File: src/rtl/smc_sccb_fsm_if.sv
// smc_sccb_fsm_if: write-request handshake between a requester and the SCCB transmit FSM
interface smc_sccb_fsm_if #(
    parameter int DATA_W = 8
);
    logic              req_valid;
    logic              req_ready;
    logic [DATA_W-1:0] req_id;
    logic [DATA_W-1:0] req_sub_addr;
    logic [DATA_W-1:0] req_data;

    modport master (
        output req_valid,
        output req_id,
        output req_sub_addr,
        output req_data,
        input  req_ready
    );

    modport slave (
        input  req_valid,
        input  req_id,
        input  req_sub_addr,
        input  req_data,
        output req_ready
    );
endinterface

File: src/rtl/smc_sccb_fsm.sv
// smc_sccb_fsm: SCCB master 3-phase write transmitter paced by an external half-cycle timing generator
module smc_sccb_fsm #(
    parameter int DATA_W = 8
) (
    input  logic            clk,
    input  logic            rst_n,
    smc_sccb_fsm_if.slave   req,
    input  logic            tick_en_i,
    input  logic            sio_c_tgl_en_i,
    output logic            cntr_en_o,
    output logic            sio_c_o,
    output logic            sio_d_o,
    output logic            sio_d_oe_o,
    output logic            busy_o,
    output logic            done_o
);
    localparam int SR_W = 3 * DATA_W;

    typedef enum logic [1:0] {IDLE, START, TX, STOP} state_e;

    state_e            state_q, state_d;
    logic              sio_c_q, sio_c_d;
    logic              sio_d_q, sio_d_d;
    logic              sio_d_oe_q, sio_d_oe_d;
    logic              done_q, done_d;
    logic [SR_W-1:0]   shift_q, shift_d;
    logic [3:0]        bit_cnt_q, bit_cnt_d;
    logic [1:0]        byte_cnt_q, byte_cnt_d;

    assign req.req_ready = (state_q == IDLE);
    assign busy_o        = (state_q != IDLE);
    assign cntr_en_o     = (state_q != IDLE);
    assign sio_c_o       = sio_c_q;
    assign sio_d_o       = sio_d_q;
    assign sio_d_oe_o    = sio_d_oe_q;
    assign done_o        = done_q;

    // Next-state and line values: SIO_D moves on mid-half ticks, SIO_C on end-of-half toggles
    always_comb begin
        state_d    = state_q;
        sio_c_d    = sio_c_q;
        sio_d_d    = sio_d_q;
        sio_d_oe_d = sio_d_oe_q;
        shift_d    = shift_q;
        bit_cnt_d  = bit_cnt_q;
        byte_cnt_d = byte_cnt_q;
        done_d     = 1'b0;
        case (state_q)
            IDLE: begin
                sio_c_d    = 1'b1;
                sio_d_d    = 1'b1;
                sio_d_oe_d = 1'b1;
                if (req.req_valid) begin
                    shift_d = {req.req_id, req.req_sub_addr, req.req_data};
                    state_d = START;
                end
            end
            START: begin
                if (tick_en_i) sio_d_d = 1'b0;
                if (sio_c_tgl_en_i) begin
                    sio_c_d    = 1'b0;
                    bit_cnt_d  = '0;
                    byte_cnt_d = '0;
                    state_d    = TX;
                end
            end
            TX: begin
                if (!sio_c_q) begin
                    if (tick_en_i) begin
                        sio_d_oe_d = (bit_cnt_q != 4'd8);
                        sio_d_d    = (bit_cnt_q != 4'd8) ? shift_q[SR_W-1] : 1'b0;
                    end
                    if (sio_c_tgl_en_i) sio_c_d = 1'b1;
                end else if (sio_c_tgl_en_i) begin
                    sio_c_d = 1'b0;
                    if (bit_cnt_q == 4'd8) begin
                        bit_cnt_d  = '0;
                        byte_cnt_d = byte_cnt_q + 2'd1;
                        state_d    = (byte_cnt_q == 2'd2) ? STOP : TX;
                    end else begin
                        shift_d   = shift_q << 1;
                        bit_cnt_d = bit_cnt_q + 4'd1;
                    end
                end
            end
            STOP: begin
                if (!sio_c_q) begin
                    if (tick_en_i) begin
                        sio_d_oe_d = 1'b1;
                        sio_d_d    = 1'b0;
                    end
                    if (sio_c_tgl_en_i) sio_c_d = 1'b1;
                end else begin
                    if (tick_en_i) sio_d_d = 1'b1;
                    if (sio_c_tgl_en_i) begin
                        state_d = IDLE;
                        done_d  = 1'b1;
                    end
                end
            end
            default: state_d = IDLE;
        endcase
    end

    // State and registered line outputs; reset parks the bus idle with no done pulse
    always_ff @(posedge clk or negedge rst_n) begin
        if (!rst_n) begin
            state_q    <= IDLE;
            sio_c_q    <= 1'b1;
            sio_d_q    <= 1'b1;
            sio_d_oe_q <= 1'b1;
            done_q     <= 1'b0;
            shift_q    <= '0;
            bit_cnt_q  <= '0;
            byte_cnt_q <= '0;
        end else begin
            state_q    <= state_d;
            sio_c_q    <= sio_c_d;
            sio_d_q    <= sio_d_d;
            sio_d_oe_q <= sio_d_oe_d;
            done_q     <= done_d;
            shift_q    <= shift_d;
            bit_cnt_q  <= bit_cnt_d;
            byte_cnt_q <= byte_cnt_d;
        end
    end
endmodule

File: src/flat_wrapper.sv
// flat-port wrapper written by rule: the top's interface ports become plain ports
module smc_sccb_fsm_flat 
#(
    parameter int DATA_W = 8
)
  (clk, rst_n, tick_en_i, sio_c_tgl_en_i, cntr_en_o, sio_c_o, sio_d_o, sio_d_oe_o, busy_o, done_o, req_req_valid, req_req_id, req_req_sub_addr, req_req_data, req_req_ready);
  smc_sccb_fsm_if #(.DATA_W(DATA_W)) req_i ();
  input  logic clk;
  input  logic rst_n;
  input  logic tick_en_i;
  input  logic sio_c_tgl_en_i;
  output logic cntr_en_o;
  output logic sio_c_o;
  output logic sio_d_o;
  output logic sio_d_oe_o;
  output logic busy_o;
  output logic done_o;
  input wire logic [$bits(req_i.req_valid)-1:0] req_req_valid;
  input wire logic [$bits(req_i.req_id)-1:0] req_req_id;
  input wire logic [$bits(req_i.req_sub_addr)-1:0] req_req_sub_addr;
  input wire logic [$bits(req_i.req_data)-1:0] req_req_data;
  output wire logic [$bits(req_i.req_ready)-1:0] req_req_ready;
  assign req_i.req_valid = req_req_valid;
  assign req_i.req_id = req_req_id;
  assign req_i.req_sub_addr = req_req_sub_addr;
  assign req_i.req_data = req_req_data;
  assign req_req_ready = req_i.req_ready;
  smc_sccb_fsm #(.DATA_W(DATA_W)) u_core (.clk(clk), .rst_n(rst_n), .req(req_i), .tick_en_i(tick_en_i), .sio_c_tgl_en_i(sio_c_tgl_en_i), .cntr_en_o(cntr_en_o), .sio_c_o(sio_c_o), .sio_d_o(sio_d_o), .sio_d_oe_o(sio_d_oe_o), .busy_o(busy_o), .done_o(done_o));
endmodule
File: config.mk
export PLATFORM = sky130hd
export DESIGN_NAME = smc_sccb_fsm_flat
export DESIGN_NICKNAME = d
export VERILOG_FILES = /design/src/rtl/smc_sccb_fsm_if.sv /design/src/rtl/smc_sccb_fsm.sv /design/src/flat_wrapper.sv
export SDC_FILE = /design/constraint.sdc
export NUM_CORES = 1
export LEC_CHECK = 0
export ABC_AREA = 1
export ABC_CLOCK_PERIOD_IN_PS = 1600
export CORE_UTILIZATION = 45
export CTS_BUF_LIST = sky130_fd_sc_hd__clkbuf_8
export DETAILED_ROUTE_END_ITERATION = 10
export GPL_TIMING_DRIVEN = 0
export MAX_ROUTING_LAYER = met4
export PLACE_DENSITY = 0.72
export RECOVER_POWER = 50
export SYNTH_ARGS = -nofsm -noshare
export SYNTH_HDL_FRONTEND = slang
export SYNTH_SLANG_ARGS = --single-unit
export TNS_END_PERCENT = 50
File: constraint.sdc
create_clock -name clk -period 1.6 [get_ports clk]
set_input_delay 0.32 -clock clk [delete_from_list [all_inputs] [get_ports clk]]
set_output_delay 0.32 -clock clk [all_outputs]
set_load 0.01 [all_outputs]
### After elaboration in Yosys (flattened, before gate mapping)

Cells that the tools add are included.

* register bits after elaboration: 36
* output and inout port bits: 7
* word-level logic and storage cells: 82
* bits of input ports: 29

* muxes and demuxes: 42
* $add $sub $neg: 2
* reduce and logical (&&, ||, !) cells: 11
* eq/ne operators: 19

Operators with widths (number)
* 24-bit 2-to-1 mux: 4
* 24-bit case mux with 2 select lines: 1
* 2-bit 2-to-1 mux: 10
* 2-bit inequality test, second input constant: 9
* 1-bit 2-to-1 mux: 17
* 4-bit 2-to-1 mux: 4
* 5-bit AND reduction: 3
* 1-bit case mux with 4 select lines: 2
* 2-bit case mux with 4 select lines: 1
* 4-bit case mux with 2 select lines: 1
* 7-bit AND reduction: 1
* 2-bit equality test, second input constant: 3
* 2-bit by 1-bit inequality test with 1-bit output, second input constant: 3
* 2-bit nonzero test: 3
* 4-bit by 1-bit adder with 4-bit output, second input constant: 1
* 4-bit equality test, second input constant: 1
* 4-bit inequality test, second input constant: 1
* 2-bit case mux with 2 select lines: 1
* 4-bit AND reduction: 1
* 3-bit inequality test, second input constant: 1
* 1-bit case mux with 3 select lines: 1
* 3-bit AND reduction: 1
* 3-bit nonzero test: 1
* 2-bit by 1-bit adder with 2-bit output, second input constant: 1
* 2 further kinds: 2

### Logic depth before layout (Yosys ltp)

Gate-level depths: netlist (run 1).

* depth after elaboration: 6
* mapped depth: 10
* depth with buffers taken out: 8

### Worst setup path after synthesis (run 1)

Ideal clock, no wire load.

* kind: register to register
* from: register u_core.state_q[0]
* to: register u_core.shift_q[0]
* stages on the path, launching flop included: 11
* buffers on the path: 2
* required time: 1484 ps
* period minus slack after synthesis: 1509 ps
* slack: 91 ps
* arrival time: 1393 ps
* library setup time: 116 ps
* path through: dfrtp_1 -> inv_1 -> ha_1 -> buf_4 -> nand2_2 -> nand2_2 -> nor2_8 -> nand2_4 -> buf_6 -> nand2_1 -> nand2_1

* cells in the longest elaborated chain, start to end: 3
* elaborated cells on any way between the ends: 9
* those cells by class: eq/ne (5); mux (1); reduce/logical (3)

Ends and longest elaborated chain
* from (decl): line smc_sccb_fsm.sv:21 `state_e state_q, state_d;`
* from (signal assigned): line smc_sccb_fsm.sv:117 `state_q <= state_d;`
* 2-bit equality test or 2-bit zero test (tied branches): line smc_sccb_fsm.sv:48 `case (state_q)`
* 2-bit inequality test (no source line), or another cell as far along
* 5-bit AND reduction (no source line)
* to (signal assigned): line smc_sccb_fsm.sv:122 `shift_q <= shift_d;`
* to (decl): line smc_sccb_fsm.sv:26 `logic [SR_W-1:0] shift_q, shift_d;`

Several ways; a longest one is shown, not always the timed one.
A chain may end at the register's enable or synchronous reset.

### Final worst setup path (run 1)

* from: register u_core.state_q[1]
* to: register u_core.shift_q[13]

Same word-level chain as after synthesis.

==> flow_summary.ini, run 1 <==
[run_status]
status = finished, violations left
violations = negative setup slack

[synth]
synth_nets = 326
ys_ff_latch = 36
synth_area_leaders = dfrtp_1, nand2_1, nand3_1
yosys_warnings = 0
ys_seq_area_share_pct = 43.4
synth.cell_area_mm2 = 0.00208
postSynthCellCount = 287
synth_top_area_cell = dfrtp_1
synth_top_area_share_pct = 39.6
avgSynthCellArea_um2 = 7.26
synth.distinct_cells = 23

[clock_network]
cts_hold_buf = 0
cts_buffers = 5
clkTransAtPathRegs_ns = 0.08
clk_latency_ns = 0.29
htree_levels = 2
clk_path_buf_depth = 2
root_buffer = clkbuf_8
clock-sinks = 36
cts_tree = yes

[die]
die_w_um = 70.0
ioPinCount = 36
die_y_um = 70.0
core_area_mm2 = 0.00441
row_count = 24
start_util_pct = 47.2
fp.dieArea_mm2 = 0.00491

[grt]
antenna_found_initial = 0
track_usage_pct = 20.8
grt_pass1_vias = 1769
grt_max_degree = 37
gr-total-overflow = 0
grt_pass1_wl_mm = 7.82

[critical_path]
r2r_slack_ns = -0.04
critPathLaunchType = flop
rr_worst_depth = 9
cp.required_ns = 1.78
critPathMaxFanout = 8
crit_arrival_ns = 1.82
path_class = reg -> reg
cp-end-kind = flop

[sta]
relSlewSlack_pct = 37.6
period_share_pct = 102
fin_crit_ns = 1.64
timing.final.ws_setup_ns = -0.0398
fin_skew_ns = 0.00801
rsz0062_at_grt = true
setup_viol = 2
finalMaxSlewViolations = 0
fmax_ghz = 0.610
hold_viol = 0
worstMarginPinSlew_ns = 0.935

[pwr]
power_frac_seq_pct = 28.1
leakagePower_nw = 1.53
swShare_pct = 43.7
switchingPower_mw = 2.53
power_frac_comb_pct = 60.2
pwr-share-clk_pct = 11.7
powerDensity_mw_per_mm2 = 2000
p_int_mw = 3.26
ir_worst_vdd_mv = 0.789
power_mw = 5.79

[drt]
drt_wl_total_mm = 4.85
wire_per_inst_um = 12.3
ant_nets = 0
dr.pass1.iters = 4
vias = 1938
drt_iter0_drc = 117
avgViaCountPerCell = 4.92
drc = 0

[final_layout]
multiInputGateArea_mm2 = 0.00118
fillers = 371
antennaDiodeCount = 0
seqCellArea_um2 = 905
area_growth_pct = 38.8
final_layout_size_suffix_gt1_share_pct = 22.5
layout.nets = 380
stdcell_count = 394

[hold_path]
hold_class = in -> async

[placed_design]
portBuffers = 35
dp_slack_ns = -0.166
place.gp.congestion = 0.791
dpl.hpwl_mm = 3.06
dp.cells = 374

[run]
cap_violations = 0
[per-stage QoR]
step / hold slack [ns] / cell area [µm²] / TNS (ns) / util [%]
after floorplan: 0.0244 / 2080 / 0 / -
after global placement: 0.453 / 2500 / -26.88 / 56.6
after detailed placement: 0.458 / 2490 / -3.77 / 56.5
after CTS: 0.159 / 2650 / -0.839 / 60.1
after global routing: 0.231 / 2890 / -0.997 / 65.5
final: 0.164 / 2890 / -0.0400 / 65.5
[power by group through the flow]
| stage | logic (mW) | clock network, mW | registers (mW) |
|---|---|---|---|
| detailed placement | 2.61 | 0 | 1.59 |
| global route | 3.87 | 0.739 | 1.68 |
| CTS | 2.80 | 0.698 | 1.54 |
| global placement | 2.56 | 0 | 1.58 |
| finish | 3.49 | 0.677 | 1.63 |
| floorplan | 1.91 | 0 | 1.56 |
[cell families (layout without fill, tap and decap cells)]
group           after synthesis  after routing  synth area share, %
buf+inv                      32             87                 7.51
compound gates               16             16                 4.32
flops                        36             36                 43.4
fa+ha+maj                    10             10                 6.01
simple gates                193            193                 38.7
[critical path, stage by stage (launching register included)]
cell	delay, ns
dfrtp_1	0.41
buf_6	0.14
ha_4	0.20
nand2_4	0.10
nand2_4	0.07
nor2_8	0.19
nand2_8	0.10
clkbuf_16	0.17
nand2_1	0.08
nand2_1	0.06
[layout by cell type (no fill, tap or decap), types with 5 or more instances in the layout]
cell / count
inv_1: 14
nand2_2: 16
clkbuf_8: 6
nand2_4: 9
buf_4: 14
ha_1: 8
o21ai_0: 8
nand2_1: 121
clkdlybuf4s50_1: 27
nor2_1: 7
clkbuf_2: 5
dfrtp_1: 33
nand3_1: 34
inv_2: 5
[synth_stat cells (all sizes together)]
master	instances
a21oi	2
a22oi	1
a31oi	1
buf	11
clkbuf	2
dfrtp	33
dfstp	3
ha	10
inv	19
nand2	147
nand3	34
nand3b	1
nor2	11
o21ai	11
o31ai	1
[cell type report]
cell class                 count  area share [%]
multi-input combinational    219            40.8
timing repair buffer          48            16.5
clock buffer                   6            2.86
buffer                        12            3.29
sequential                    36            31.3
tap                           52            2.25
inverter                      19            2.55
clock inverter                 2           0.389
[path summary, 6_finish.rpt]
path | end | startpoint
setup / recovery | u_core.shift_q[13] | u_core.state_q[1]
hold / removal | u_core.done_o | rst_n
setup reg to reg | u_core.shift_q[13] | u_core.state_q[1]
hold reg to reg | u_core.sio_d_o | u_core.sio_d_o
max in group asynchronous | u_core.shift_q[19] | rst_n
min in group clk | u_core.bit_cnt_q[0] | sio_c_tgl_en_i
[flip-flops by register name (all words and copies together), names as in the netlist]
signal / cells
u_core.shift_q: 24
u_core.bit_cnt_q: 4
u_core.byte_cnt_q: 2
u_core.state_q: 2
u_core.done_o: 1
u_core.sio_c_o: 1
u_core.sio_d_o: 1
u_core.sio_d_oe_o: 1
[timing repair]
item | CTS | global route
buffers inserted | 4 | 8
gates resized for setup | 21 | 52
setup endpoints to repair | 34 | 35
gates cloned | 0 | 2
pin swaps | 2 | 9
[metal layers]
layer | vias up | GRT usage (%) | share of wire, %
met2 | 38 | 33.0 | 48
met3 | 8 | 4.47 | 3.9
li1 | 1004 | - | -
met5 | - | - | 0
met4 | 0 | 6.67 | 1.6
met1 | 888 | 26.5 | 46
Note: power is estimated with default switching activity, not from simulation.
==> run 2: changes to the inputs <==
Settings changed: ABC_AREA 1 to not set, MAX_ROUTING_LAYER met4 to not set.
==> flow_summary.ini, run 2 <==
[run_status]
violations = design-rule violations, negative setup slack
status = finished, violations left

[clock_network]
clk_latency_ns = 0.30
clk_path_buf_depth = 2
clkTransAtPathRegs_ns = 0.08
cts_tree = yes
cts_buffers = 5
htree_levels = 2
cts_hold_buf = 0
root_buffer = clkbuf_8
clock-sinks = 36

[synth]
ys_ff_latch = 36
synth_area_leaders = dfrtp_1, a32oi_1, nand4_1
avgSynthCellArea_um2 = 9.10
synth-edff-count = 0
synth.cell_area_mm2 = 0.00215
ys_seq_area_share_pct = 42.1
async_flop_share_pct = 100
synth.distinct_cells = 41
synth_nets = 275
yosysMostFrequentCell = dfrtp_1
synth_top_area_share_pct = 38.4
postSynthCellCount = 236
synth_commonest_cells = dfrtp_1, nand2_1, nand3_1, nand4_1, a32oi_1
synth_ff_type = dfrtp_1
synth_top_area_cell = dfrtp_1
yosys_warnings = 0

[die]
die_w_um = 71.1
start_util_pct = 48.0
fp.dieArea_mm2 = 0.00505
row_count = 24
die_y_um = 71.1
core_area_mm2 = 0.00447
ioPinCount = 36

[drt]
drc = 1
dr.pass1.iters = 7
wire_per_inst_um = 17.1
drt_wl_total_mm = 5.99
vias = 2140
avgViaCountPerCell = 6.10
drt_iter0_drc = 148
ant_nets = 0

[placed_design]
place.gp.congestion = 0.763
portBuffers = 35
dpl.hpwl_mm = 3.38
dp_slack_ns = -0.496

[grt]
grt_max_degree = 37
grt_pass1_vias = 2070
antenna_found_initial = 0
gr-total-overflow = 0
grt_pass1_wl_mm = 9.84
track_usage_pct = 24.7

[critical_path]
crit_arrival_ns = 2.01
cp-end-kind = flop
cp.required_ns = 1.82
critPathMaxFanout = 7
r2r_slack_ns = -0.19
path_class = reg -> reg
critPathLaunchType = flop

[pwr]
power_frac_seq_pct = 23.6
powerDensity_mw_per_mm2 = 2140
ir_worst_vdd_mv = 1.58
p_int_mw = 3.93
switchingPower_mw = 3.01
power_frac_comb_pct = 64.5
pwr-share-clk_pct = 11.9
leakagePower_nw = 1.50
swShare_pct = 43.3

[final_layout]
multiInputGateArea_mm2 = 0.00140
largest_register_ffs = 24
final_cell_mix = dfrtp_1, clkdlybuf4s50_1, nand4_1, nand2_2, nand3_2
final_common_cell = dfrtp_1
antennaDiodeCount = 0
area_growth_pct = 51.0
top_regs = u_core.shift_q (24), u_core.bit_cnt_q (4)
final_layout_size_suffix_gt1_share_pct = 41.8
seqCellArea_um2 = 905
regMostFlops = u_core.shift_q
layout.nets = 337
fillers = 308
utilization_pct = 72.5

[sta]
finalMaxSlewViolations = 0
fin_crit_ns = 1.79
setup_viol = 27
relSlewSlack_pct = 39.8
fmax_ghz = 0.559
worstMarginPinSlew_ns = 0.903
whs_ns = 0.139
final.setup.tns_ns = -2.85
hold_viol = 0
rsz0062_at_grt = true
timing.final.ws_setup_ns = -0.188
fin_skew_ns = 0.00465
period_share_pct = 112

[run]
cap_violations = 0

[hold_path]
hold_class = in -> async
[run 2: final cells by class]
type                       count  area share, %
multi-input combinational    168           43.2
clock inverter                 3           1.31
clock buffer                   5           2.12
timing repair buffer          56           16.9
inverter                      10           1.23
tap                           52           2.01
buffer                        21           5.40
sequential                    36           27.9
[run 2: routing by layer]
layer	routed length, µm	global-route usage [%]
met2	3020	42.2
met5	0	0
met1	2580	32.2
met4	97	6.67
met3	294	4.70
[run 2: power groups by stage]
stage	combinational, mW	sequential [mW]	clock (mW)
floorplan	2.06	1.55	0
global placement	2.79	1.59	0
detailed placement	2.84	1.60	0
CTS	4.07	1.59	0.813
global route	4.81	1.68	0.878
finish	4.48	1.64	0.824
[run 2: logic make-up after synthesis]
family | synth area share [%]
AO/OA/AOI/OAI | 18.8
multiplexers | 2.21
buffers and inverters | 6.87
flip-flops | 42.1
AND/OR/NAND/NOR | 24.2
adder cells (fa/ha/maj) | 5.82
[run 2: worst max-delay path: stages, from the launching register on]
cell and delay, ns:
dfrtp_1 0.40, buf_4 0.15, ha_4 0.18, or2_4 0.26
a2111oi_4 0.34, buf_4 0.18, mux2i_1 0.20
[run 2: path summary, 6_finish.rpt]
path | cells after the start | from | end
max | 6 | u_core.state_q[0] | u_core.state_q[0]
min | 1 | rst_n | u_core.byte_cnt_q[1]
max reg2reg | 6 | u_core.state_q[0] | u_core.state_q[0]
min reg2reg | 1 | u_core.shift_q[14] | u_core.shift_q[14]
max in group asynchronous | 1 | rst_n | u_core.shift_q[3]
min in group clk | 1 | u_core.shift_q[14] | u_core.shift_q[14]
[run 2: repair_timing]
item | CTS | global route
buffers inserted | 16 | 1
pin swaps | 25 | 22
resized for setup | 92 | 33
hold endpoints to repair | 0 | 0
setup endpoints to repair | 38 | 36
gates cloned | 4 | 0
[run 2: metrics by stage]
stage | instances | instance area (µm²) | total power [mW]
2_1_floorplan | 236 | 2170 | 3.62
3_3_place_gp | 323 | 2580 | 4.38
3_5_place_dp | 323 | 2580 | 4.44
4_1_cts | 350 | 3150 | 6.47
5_1_grt | 351 | 3240 | 7.37
6_report | 351 | 3240 | 6.94
